### src/rtl/nibble_serial_adder_ctrl.sv
// Serial WIDTH-bit adder: one 4-bit ripple adder is reused over WIDTH/4 cycles,
// least-significant nibble first, with valid/ready handshakes on both sides.

module ripple_adder_4bit (
  input  logic [3:0] a,
  input  logic [3:0] b,
  input  logic       c0,
  output logic [3:0] s,
  output logic       c4
);
  logic [4:0] c;

  always_comb begin
    c    = '0;
    s    = '0;
    c[0] = c0;
    for (int i = 0; i < 4; i++) begin
      s[i]   = a[i] ^ b[i] ^ c[i];
      c[i+1] = (a[i] & b[i]) | (c[i] & (a[i] ^ b[i]));
    end
    c4 = c[4];
  end
endmodule

module nibble_serial_adder_ctrl #(
  parameter int WIDTH = 16
) (
  input  logic             clk,
  input  logic             rst_n,
  input  logic             in_valid,
  output logic             in_ready,
  input  logic [WIDTH-1:0] in_a,
  input  logic [WIDTH-1:0] in_b,
  input  logic             in_cin,
  output logic             out_valid,
  input  logic             out_ready,
  output logic [WIDTH-1:0] out_sum,
  output logic             out_cout,
  output logic             busy
);
  localparam int N  = WIDTH / 4;
  localparam int IW = (N > 1) ? $clog2(N) : 1;
  localparam logic [IW-1:0] LAST = IW'(N - 1);

  typedef enum logic [1:0] {IDLE, RUN, DONE} state_t;

  state_t           state, state_next;
  logic [WIDTH-1:0] a_q, b_q, sum_q;
  logic             c_q;
  logic [IW-1:0]    idx;
  logic [3:0]       nib_a, nib_b, nib_s;
  logic             nib_c4;

  // Operand nibble mux built from constant slices so every select stays in range.
  always_comb begin
    nib_a = '0;
    nib_b = '0;
    for (int i = 0; i < N; i++) begin
      if (idx == IW'(i)) begin
        nib_a = a_q[4*i +: 4];
        nib_b = b_q[4*i +: 4];
      end
    end
  end

  ripple_adder_4bit u_adder (
    .a  (nib_a),
    .b  (nib_b),
    .c0 (c_q),
    .s  (nib_s),
    .c4 (nib_c4)
  );

  always_ff @(posedge clk or negedge rst_n) begin
    if (!rst_n) state <= IDLE;
    else        state <= state_next;
  end

  always_comb begin
    state_next = state;
    case (state)
      IDLE:    if (in_valid)      state_next = RUN;
      RUN:     if (idx == LAST)   state_next = DONE;
      DONE:    if (out_ready)     state_next = IDLE;
      default:                    state_next = IDLE;
    endcase
  end

  always_comb begin
    in_ready  = (state == IDLE);
    out_valid = (state == DONE);
    busy      = (state != IDLE);
  end

  // The carry register is the only link between nibbles, so the combinational
  // path never exceeds one 4-bit ripple plus the operand mux.
  always_ff @(posedge clk or negedge rst_n) begin
    if (!rst_n) begin
      a_q   <= '0;
      b_q   <= '0;
      c_q   <= 1'b0;
      idx   <= '0;
      sum_q <= '0;
    end else if (state == IDLE && in_valid) begin
      a_q   <= in_a;
      b_q   <= in_b;
      c_q   <= in_cin;
      idx   <= '0;
      sum_q <= '0;
    end else if (state == RUN) begin
      for (int i = 0; i < N; i++) begin
        if (idx == IW'(i)) sum_q[4*i +: 4] <= nib_s;
      end
      c_q <= nib_c4;
      if (idx != LAST) idx <= idx + 1'b1;
    end
  end

  assign out_sum  = sum_q;
  assign out_cout = c_q;
endmodule
### config.mk
export PLATFORM = sky130hd
export DESIGN_NAME = nibble_serial_adder_ctrl
export DESIGN_NICKNAME = d
export VERILOG_FILES = /design/src/rtl/nibble_serial_adder_ctrl.sv
export SDC_FILE = /design/constraint.sdc
export NUM_CORES = 1
export LEC_CHECK = 0
export ABC_CLOCK_PERIOD_IN_PS = 3800
export CAP_MARGIN = 20
export CORE_MARGIN = 3
export CORE_UTILIZATION = 51
export DETAILED_ROUTE_END_ITERATION = 16
export GPL_ROUTABILITY_DRIVEN = 0
export PLACE_DENSITY = 0.91
export SLEW_MARGIN = 25
export SYNTH_ARGS = -nofsm -noshare
export SYNTH_HDL_FRONTEND = slang
export SYNTH_SLANG_ARGS = --single-unit
### constraint.sdc
create_clock -name clk -period 3.8 [get_ports clk]
set_input_delay 0.76 -clock clk [delete_from_list [all_inputs] [get_ports clk]]
set_output_delay 0.76 -clock clk [all_outputs]
set_load 0.02 [all_outputs]
---- Word level (Yosys, flattened, before mapping) ----
Cells that the tools add are included.
storage, ports and cells
  bits in registers ....................... 53
  word-level logic and storage cells ...... 78
cells by class
  $add $sub $neg .......................... 1
  eq/ne operators ......................... 9
  mux-type cells .......................... 23
  bitwise operators ....................... 20
  reductions and logical operators ........ 16
operators with widths
  operator             count
  $mux 4               12
  $mux 16              2
  $reduce_bool 2->1    7
  $mux 2               6
  $reduce_and 2->1     5
  $and 1x1->1          8
  $xor 1x1->1          8
  $eq 2x2->1 const B   3
  $ne 2x2->1 const B   3
  $pmux 2 s3           1
  $eq 2x1->1 const B   2
  $logic_not 2->1      2
  $or 1x1->1           4
  $reduce_and 3->1     1
  $add 2x1->2 const B  1
  $mux 1               2
  $ne 2x1->1 const B   1
  $logic_and 1x1->1    1

---- Longest topological paths before layout ----
  word-level depth ........................ 16
  depth in mapped cells ................... 13
  mapped depth without buffers ............ 12

---- Modules after synthesis ----
A second synthesis with hierarchy kept.
unflattened totals
  cell total of the unflattened synthesis .. 227
  area total of the unflattened synthesis .. 2661.3 µm²
modules (own cells, without submodules)
  module                    instances  cells each  area an instance (µm²)
  nibble_serial_adder_ctrl  1          213         2543.7
  ripple_adder_4bit         1          14          117.6

---- Worst setup path before layout ----
OpenSTA, ideal clock, no wires.
  path kind ............................... register -> register
  start ................................... reg idx[0]
  end ..................................... reg sum_q[15] (netlist: out_sum[15])
  library setup time ...................... 0.132 ns
  arrival time ............................ 2.978 ns
  required time ........................... 3.668 ns
  slack ................................... 0.689 ns
  cell stages (with the launch flop) ...... 13
  period minus slack after synthesis ...... 3.111 ns
  cell sequence ........................... dfrtp_1 inv_1 ha_1 nor2b_1 a22oi_1 a221o_1 fa_1 fa_1 inv_1 fa_1 fa_1 nand2b_1 o211ai_1
on the way
  cells in the longest elaborated chain, start to end .. 16
  elaborated cells between the ends (all ways) .. 31
RTL lines
  element                         line  source
  start: declaration              50    logic [IW-1:0] idx;
  start signal: assignment        115   if (idx != LAST) idx <= idx + 1'b1;
  $logic_not 2->1                 59    if (idx == IW'(i)) begin
  $mux 4 (4 in a row)             59
  $xor 1x1->1                     19    c[i+1] = (a[i] & b[i]) | (c[i] & (a[i] ^ b[i]));
  $and 1x1->1                     19
  $or 1x1->1                      19
  $and 1x1->1                     19
  $or 1x1->1                      19
  $and 1x1->1                     19
  $or 1x1->1                      19
  $xor 1x1->1                     18    s[i] = a[i] ^ b[i] ^ c[i];
  $mux 4                          112   if (idx == IW'(i)) sum_q[4*i +: 4] <= nib_s;
  $mux 16                         110   end else if (state == RUN) begin
  $mux 16                         104   end else if (state == IDLE && in_valid) begin
  end signal: indexed assignment  112
  end: declaration                48    logic [WIDTH-1:0] a_q, b_q, sum_q;
Parallel ways exist; a longest one is shown, timed or not. The select of a mux whose other input is x is not followed.
A chain may end at the register's enable or synchronous reset.

---- Final worst setup path ----
Same ends and word-level chain as after synthesis.

==> impl_metrics.csv <==
group,metric,value,unit
outcome,outcome,"finished clean",
final_layout,layout.cells.most_common_list,"55 x clkdlybuf4s50_1, 53 x dfrtp_1, 47 x nand2_1",
worst_setup_path,cp_data_arrival_time,3.60,ns
detailed_routing,viasPerCell,5.44,
clock_tree,cts_hold_buf,0,
detailed_routing,drt-wirelength-per-cell,16.2,um
yosys,netlist-cell-type-count,33,
worst_setup_path,worst_path_dominant_cell_family,"adder cells",
final_layout,layout-area-overhead-vs-synth,24.4,%
floorplan,design.die.area,6110,um^2
worst_setup_path,critical_path_peak_fanout,8,
yosys,total_number_of_yosys_warnings,0,
final_layout,finalNetCount,318,
final_layout,most_common_cell_after_layout_fill_and_taps_aside,"clkdlybuf4s50_1",
power_and_ir_drop,power.leakage,0.00140,uW
clock_tree,cts_max_path_buffers,2,
detailed_routing,drt-initial-drc-count,134,
clock_tree,worst_setup_hold_path_clk_slew,0.09,ns
detailed_routing,route.final.wire_length,5.54,mm
timing,postLayoutSetupSlackWorst,0.375,ns
timing,worst_slew_pin_slew,0.768,ns
global_routing,overflow,0,
placement,dp.final_hpwl,4.18,mm
worst_setup_path,crit_path_start_kind,"flip-flop",
timing,setup_viol,0,
job,max-cap-violations,0,
global_routing,grt_antenna_before_repair,0,
yosys,post_synthesis_net_count,264,
worst_setup_path,setup.worst_path.end_class,"flip-flop",
global_routing,grt_start_max_net_pins,54,
yosys,synth_seq_area_share,49.9,%
clock_tree,clockRootBuffer,"clkbuf_8",
global_routing,groute.usage.overall,19.3,%
final_layout,finalInstanceArea,3310,um^2
detailed_routing,drt_pre_antenna_iters,4,
clock_tree,numCtsBuffers,5,
timing,timing.clock.skew,0.00752,ns
worst_setup_path,critical-path-top-cell-by-count,"fa_1",
timing,max_freq,0.292,GHz
floorplan,row_count,25,
global_routing,wire_length_of_the_first_global_routing_pass,9.27,mm
global_routing,grt_pass1_vias,1886,
power_and_ir_drop,p_per_area,916,nW/um^2
floorplan,starting_utilization_of_the_core_area,54.4,%
power_and_ir_drop,vdd_drop_max,0.463,mV
worst_setup_path,worstPathCellList,"inv_1 > ha_1 > nor2b_1 > a22oi_1 > a221o_1 > fa_1 > fa_1 > inv_1 > fa_1 > fa_1 > nand2b_1 > o211ai_1",
timing,finalHoldViolCount,0,
timing,worst_hold_slack,0.474,ns
placement,dp_slack,0.424,ns
placement,placed_cell_count,333,
detailed_routing,remaining_drc_errors,0,
worst_setup_path,maximum_cell_stage_delay_along_the_critical_path,0.44,ns
worst_setup_path,timing_worst_setup_path_type,"reg2reg",
detailed_routing,via_count_of_the_routed_design,1856,
yosys,syn-instance-count,219,
floorplan,ios,57,
clock_tree,tritoncts_num_sinks,53,
timing,setup_repair_after_global_routing_missed_its_margin,"no",
clock_tree,post_cts.resized_instances,0,
clock_tree,tritoncts,"yes",
final_layout,drive_above_1_share,15.7,%
worst_setup_path,worstPathRequired,3.98,ns
final_layout,fillers,364,
yosys,post_synth_instance_area,2660,um^2
yosys,synth-seq-cells,53,
timing,finalSetupTns,0,ns
floorplan,die_height,78.2,um
hold_path,hold_class,"in2async",
final_layout,final_cell_count_no_fill,341,
worst_setup_path,critPathSlowestCell,"dfrtp_1",
worst_setup_path,critical_path.n_buffers_inverters,2,
timing,relSlewSlack,48.8,%
floorplan,chipWidth,78.2,um
detailed_routing,drtAntennaViolNets,0,
clock_tree,cts_setup_buffers,0,
timing,timing_max_transition_violations_final,0,
clock_tree,worst_skew_pair.late_latency,0.30,ns
final_layout,n_antenna_cell,0,
placement,detailed_place.area,3220,um^2
floorplan,core-area,4880,um^2
timing,final_min_period_over_clock_period,90.1,%
yosys,syn_area_per_cell,12.1,um^2
timing,finalCriticalPeriod,3.43,ns
placement,port_buffers,56,
clock_tree,htreeDepth,2,
-- cells by family (layout without fill, tap and decap cells) --
family                     Yosys count  in the layout  synth area share (%)
buffers and inverters               19             74                  4.48
and+or+nand+nor                     67             67                  11.2
DFF                                 53             53                  49.9
AOI/OAI and AO/OA                   40             40                  11.7
muxes                               32             32                  17.8
adders and majority gates            8              8                  4.90
-- state kept, by name, summed over array words and instances, names as in the netlist --
| register | cells |
|---|---|
| out_sum | 16 |
| out_cout | 1 |
| b_q | 16 |
| a_q | 16 |
| idx | 2 |
| state | 2 |
-- per-stage QoR --
stage | power [uW] | utilization, %
after global placement | 2670 | 66.0
after floorplan | 2250 | -
after detailed placement | 2730 | 66.0
final | 3030 | 67.7
after CTS | 3050 | 67.7
after global routing | 3280 | 67.7
-- path summary, 6_finish.rpt --
| check | slack (ns) | cells past startpoint | endpoint | startpoint |
|---|---|---|---|---|
| min reg2reg | 0.50 | 1 | a_q[2]$_DFFE_PN0P_ | a_q[2]$_DFFE_PN0P_ |
| max in group asynchronous | 2.92 | 1 | b_q[6]$_DFFE_PN0P_ | rst_n |
| max reg2reg | 0.37 | 12 | out_sum[15]$_DFFE_PN0P_ | idx[0]$_DFFE_PN0P_ |
| min | 0.47 | 1 | a_q[12]$_DFFE_PN0P_ | rst_n |
| min in group clk | 0.50 | 1 | a_q[2]$_DFFE_PN0P_ | a_q[2]$_DFFE_PN0P_ |
| max | 0.37 | 12 | out_sum[15]$_DFFE_PN0P_ | idx[0]$_DFFE_PN0P_ |
-- synth_stat cells --
cell	n	area [um^2]
a21oi_1	3	15.0
a221o_1	1	10.0
a221oi_1	1	8.76
a22oi_1	3	22.5
a31oi_1	2	12.5
and2_1	1	6.26
buf_2	2	10.0
buf_4	1	7.51
buf_6	1	11.3
buf_8	3	45.0
clkbuf_1	3	11.3
dfrtp_1	53	1330
fa_1	4	80.1
ha_1	4	50.1
inv_1	7	26.3
inv_2	2	7.51
mux2_1	2	22.5
mux2_4	30	450
nand2_1	47	176
nand2b_1	4	25.0
nand3_1	1	5.00
nand3b_1	2	15.0
nor2_1	2	7.51
nor2_2	1	6.26
nor2b_1	7	43.8
nor3_1	1	5.00
nor3b_1	1	7.51
o211ai_1	11	82.6
o21bai_2	1	11.3
o221ai_1	4	35.0
o22ai_1	4	25.0
o2bb2ai_1	1	8.76
o311ai_1	9	78.8
-- per-layer routing --
metal  global-route usage [%]  share of wire (%)  vias to the layer above  wire length [um]
met1                     26.3                 46                      892              2540
met5                        0                  0                        -                 0
met3                     4.36                5.4                        7               299
li1                         -                  -                      885                 -
met2                     30.3                 47                       72              2630
met4                     7.34                1.2                        0                68
-- worst reg2reg max path: cells and delay by family, from the launching register on --
| family | cells | cell delay, ns |
|---|---|---|
| AOI/OAI and AO/OA | 3 | 0.57 |
| adders and majority gates | 5 | 1.68 |
| buffers and inverters | 2 | 0.18 |
| DFF | 1 | 0.44 |
| and+or+nand+nor | 2 | 0.43 |
-- area by class of cell --
class / instances / area [um^2] / share of cell area, %
sequential: 53 / 1330 / 40.1
multi-input combinational: 147 / 1210 / 36.7
timing repair buffer: 57 / 566 / 17.1
tap: 67 / 83.8 / 2.54
clock buffer: 7 / 76.3 / 2.31
inverter: 9 / 33.8 / 1.02
clock inverter: 1 / 7.51 / 0.227
-- where the power goes --
group	internal, uW	switching [uW]	leakage (uW)
clock network	131	175	0.0000385
registers	830	216	0.000650
logic	815	863	0.000716
No activity file was read; power rests on OpenSTA's default activity.
==> patch 1 (config.mk and constraints unchanged) <==
Re-encode `state_t` (3 states) as one-hot, 3 bits wide.
--- a/src/rtl/nibble_serial_adder_ctrl.sv
+++ b/src/rtl/nibble_serial_adder_ctrl.sv
@@ -44,3 +44,3 @@
 
-  typedef enum logic [1:0] {IDLE, RUN, DONE} state_t;
+  typedef enum logic [2:0] {IDLE = 3'b001, RUN = 3'b010, DONE = 3'b100} state_t;
 
Check against the original RTL: no difference found for any inputs over 10 cycles, from zero or initial values and one cycle with rst_n low; not proved beyond that.
==> patch 1 against the unedited design <==
Area after synthesis rose by 2.1%; wire length decreased by 1.8%; setup slack got worse by 0.015 ns; critical path type unchanged; total power shrank 4.0%; final area up 1.5%; clock skew is 0.00050 ns higher; sequential cell count grew 1; sequential share of layout area rose by 0.20 points; highest routed layer unchanged.
==> patch 1: results (changes against the unedited design) <==
outcome:
  outcome: "complete, no violations"
timing:
  clock.fmax_mhz: 291  # -0.44%
  whs_ns: 0.470  # -0.00474 ns
  worstMarginPinSlew_ns: 1.05  # +0.277 ns
  clock_skew_ns: 0.00803  # +0.000504 ns
route:
  drt_iter0_drc: 109  # -19%
  wire_per_inst_um: 16.2  # -0.38%
  vias: 1826  # -1.6%
  route.met2.wl_um: 2640  # +0.57%
  wl_met1_um: 2460  # -3.1%
  first_pass_iters: 5  # +1
  viasPerCell: 5.43  # -0.15%
  met3_wirelength_um: 275  # -8.0%
grt:
  use_met2_pct: 31.2  # +0.93 points
  grt_pass1_wl_um: 9160  # -1.2%
  antenna_found_initial: 0  # unchanged
  grt_usage_pct: 18.8  # -0.56 points
  grt_pass1_vias: 1872  # -0.74%
  grtUsageMet1_pct: 25.4  # -0.89 points
  met3_usage_pct: 3.63  # -0.73 points
  grt_max_degree: 55  # +1.9%
power:
  power.leakage_nw: 1.46  # +3.9%
  ir_worst_vdd_uv: 532  # +15%
synth:
  synth.distinct_cells: 35  # +6.1%
  seq_area_frac_synth_pct: 49.9  # about the same
  syn_nets: 264  # unchanged
  synth_common_cells: "53 x dfrtp_1, 24 x mux2_4, 19 x nor2_1"
  synth_area_leaders: "dfrtp_1 49%, mux2_4 13%, mux2i_1 6.3%, fa_1 3.0%, nor2_1 2.6%"
critical_path:
  slowest_delay_ns: 0.49  # +0.05 ns
  r2r-start: "idx[0]"
  arrival_ns: 3.65  # +0.05 ns
  crit_fanout: 17  # +9
  critPathSlowestCell: "ha_1"
  reg2reg_slack_ns: 0.36  # -0.02 ns
  crit_path_end: "out_cout"
placement:
  preCtsSetupSlack_ns: 0.378  # -0.0464 ns
  dp.cells: 328  # -1.5%
  dp_hpwl_um: 4000  # -4.3%
  buffer_ports.inserted: 56  # unchanged
final_layout:
  nets: 313  # -1.6%
  n_fill_cell: 380  # +4.4%
[patch 1: power by group]
| group | switching, W | internal, W |
|---|---|---|
| sequential | 0.000177 | 0.000818 |
| clock | 0.000199 | 0.000133 |
| combinational | 0.000801 | 0.000778 |
[patch 1: area by class of cell]
cell class / instances / area share, %
clock buffers: 5 / 2.05
clock inverters: 3 / 0.746
inverters: 12 / 1.34
multi-input cells: 137 / 36.0
flip-flops and latches: 54 / 40.3
well taps: 67 / 2.50
repair buffers: 58 / 17.1
[patch 1: logic make-up (layout without fill, tap and decap cells)]
logic type	after synthesis	in the layout	synth area share (%)
buf+inv	28	78	6.09
compound gates	33	33	7.48
mux	46	46	21.6
fa+ha+maj	8	8	4.80
simple gates	49	49	9.78
flops	54	54	49.9
xor+xnor	1	1	0.323
[patch 1: metrics by stage]
stage | total power, W | instance area [um2]
floorplan | 0.00213 | 2710
global placement | 0.00250 | 3250
detailed placement | 0.00258 | 3250
CTS | 0.00292 | 3340
global route | 0.00313 | 3350
finish | 0.00291 | 3350
==> patch 2 (config.mk and constraints unchanged) <==
Without the edit above. `WIDTH`: 16 -> 8.
--- a/src/rtl/nibble_serial_adder_ctrl.sv
+++ b/src/rtl/nibble_serial_adder_ctrl.sv
@@ -25,3 +25,3 @@
 module nibble_serial_adder_ctrl #(
-  parameter int WIDTH = 16
+  parameter int WIDTH = 8
 ) (
Interface: changed (resized in_a, in_b and out_sum); port bits go from 57 to 33. The function was not compared with the original's and may differ.
==> patch 2 against the unedited design <==
Largest power group unchanged; critical path type unchanged; largest cell class unchanged; final area fell by 47%; area after synthesis shrank 48%; total power is 50% lower; hold slack better by 0.050 ns; setup slack better by 0.58 ns; wire length decreased by 57%; sequential cell count down 25; clock skew is essentially flat; highest routed layer unchanged; first-iteration DRC count shrank 84%; die area is 45% lower.
==> patch 2: results (changes against the unedited design) <==
critical_path:
  crit_fanout: 19  # +11
  arrival_ns: 3.12  # -0.48 ns
  r2r_cells: 9  # -3
  cp-startpoint: "idx"
  slowest_delay_ns: 0.75  # +0.31 ns
  crit_path_end: "out_sum[3]"
clock_network:
  path_clk_slew_ns: 0.14  # +0.05 ns
  cts_max_level: 1  # -1
  post_cts_resized: 0  # unchanged
  worstSkewPairLatency_ns: 0.32  # +0.02 ns
  cts_made_buffers: 3  # -2
  cts-root-buf: "clkbuf_4"
placement:
  dp_hpwl_um: 1860  # -55%
  preCtsSetupSlack_ns: 0.951  # +0.527 ns
  buffer_ports.inserted: 32  # -43%
  placed_cell_area_mm2: 0.00172  # -47%
grt:
  met3_usage_pct: 2.67  # -1.7 points
  grtUsageMet1_pct: 19.7  # -6.6 points
  grt_pass1_vias: 876  # -54%
  grt_usage_pct: 15.1  # -4.2 points
  use_met2_pct: 25.6  # -4.7 points
  grt_max_degree: 29  # -46%
  grt_pass1_wl_um: 3930  # -58%
power:
  comb-power_w: 0.000794  # -53%
  ir_worst_vdd_uv: 574  # +24%
  power.leakage_nw: 0.786  # -44%
  power.internal_w: 0.000932  # -48%
  pg_clk_w: 0.000141  # -54%
  switchingPower_w: 0.000576  # -54%
synth:
  seq_area_frac_synth_pct: 50.4  # +0.48 points
  yosysWarnings: 0  # unchanged
  syn_nets: 128  # -52%
  synth_common_cells: "28 x dfrtp_1, 20 x mux2_2, 8 x a221o_1"
  avgSynthCellArea_um2: 13.5  # +11%
  synth.distinct_cells: 22  # -33%
  synth_area_leaders: "dfrtp_1 50%, mux2_2 16%, a221o_1 5.8%, fa_1 5.8%, and3b_1 3.2%"
timing:
  fin_crit_sh_pct: 75.0  # -15 points
  clock_skew_ns: 0.00710  # -0.000423 ns
  slew_headroom_pct: 47.5  # -1.3 points
  whs_ns: 0.524  # +0.0499 ns
route:
  wire_per_inst_um: 14.6  # -10%
  viasPerCell: 5.55  # +1.9%
  drt_iter0_drc: 21  # -84%
  met3_wirelength_um: 126  # -58%
  route.met2.wl_um: 1150  # -56%
  wl_met1_um: 1090  # -57%
  wl_um: 2390  # -57%
  first_pass_iters: 4  # unchanged
final_layout:
  nets: 160  # -50%
  antenna_cells: 0  # unchanged
  drive_above_1_share_pct: 21.6  # +5.9 points
hold_path:
  min_path_type: "reg -> reg"
  hold_start: "a_q[6]"
outcome:
  outcome: "complete, no violations"
-- patch 2: cell count changes in the layout (fill, tap and decap cells not counted), moves of 7 or more --
cell | unedited run | this run
a221o_1 | 1 | 8
dfrtp_1 | 53 | 28
clkdlybuf4s50_1 | 55 | 32
nand2_1 | 47 | 0
mux2_2 | 0 | 20
mux2_4 | 30 | 0
o311ai_1 | 9 | 0
o211ai_1 | 11 | 0
-- patch 2: cells by family (layout without fill, tap and decap cells) --
kind of cell               count (synthesis)  count (layout)  share of synthesized area (%)
muxes                                     24              24                           19.1
DFF                                       28              28                           50.4
and+or+nand+nor                           22              22                           11.3
AOI/OAI and AO/OA                         13              13                           8.91
adders and majority gates                  4               4                           5.76
buffers and inverters                     12              43                           4.50
-- patch 2: final cells by class --
| type | count | area [um2] |
|---|---|---|
| clock buffers | 4 | 36.3 |
| fillers | 190 | 793 |
| inverters | 6 | 22.5 |
| multi-input cells | 63 | 627 |
| flip-flops and latches | 28 | 701 |
| well taps | 30 | 37.5 |
| repair buffers | 33 | 328 |
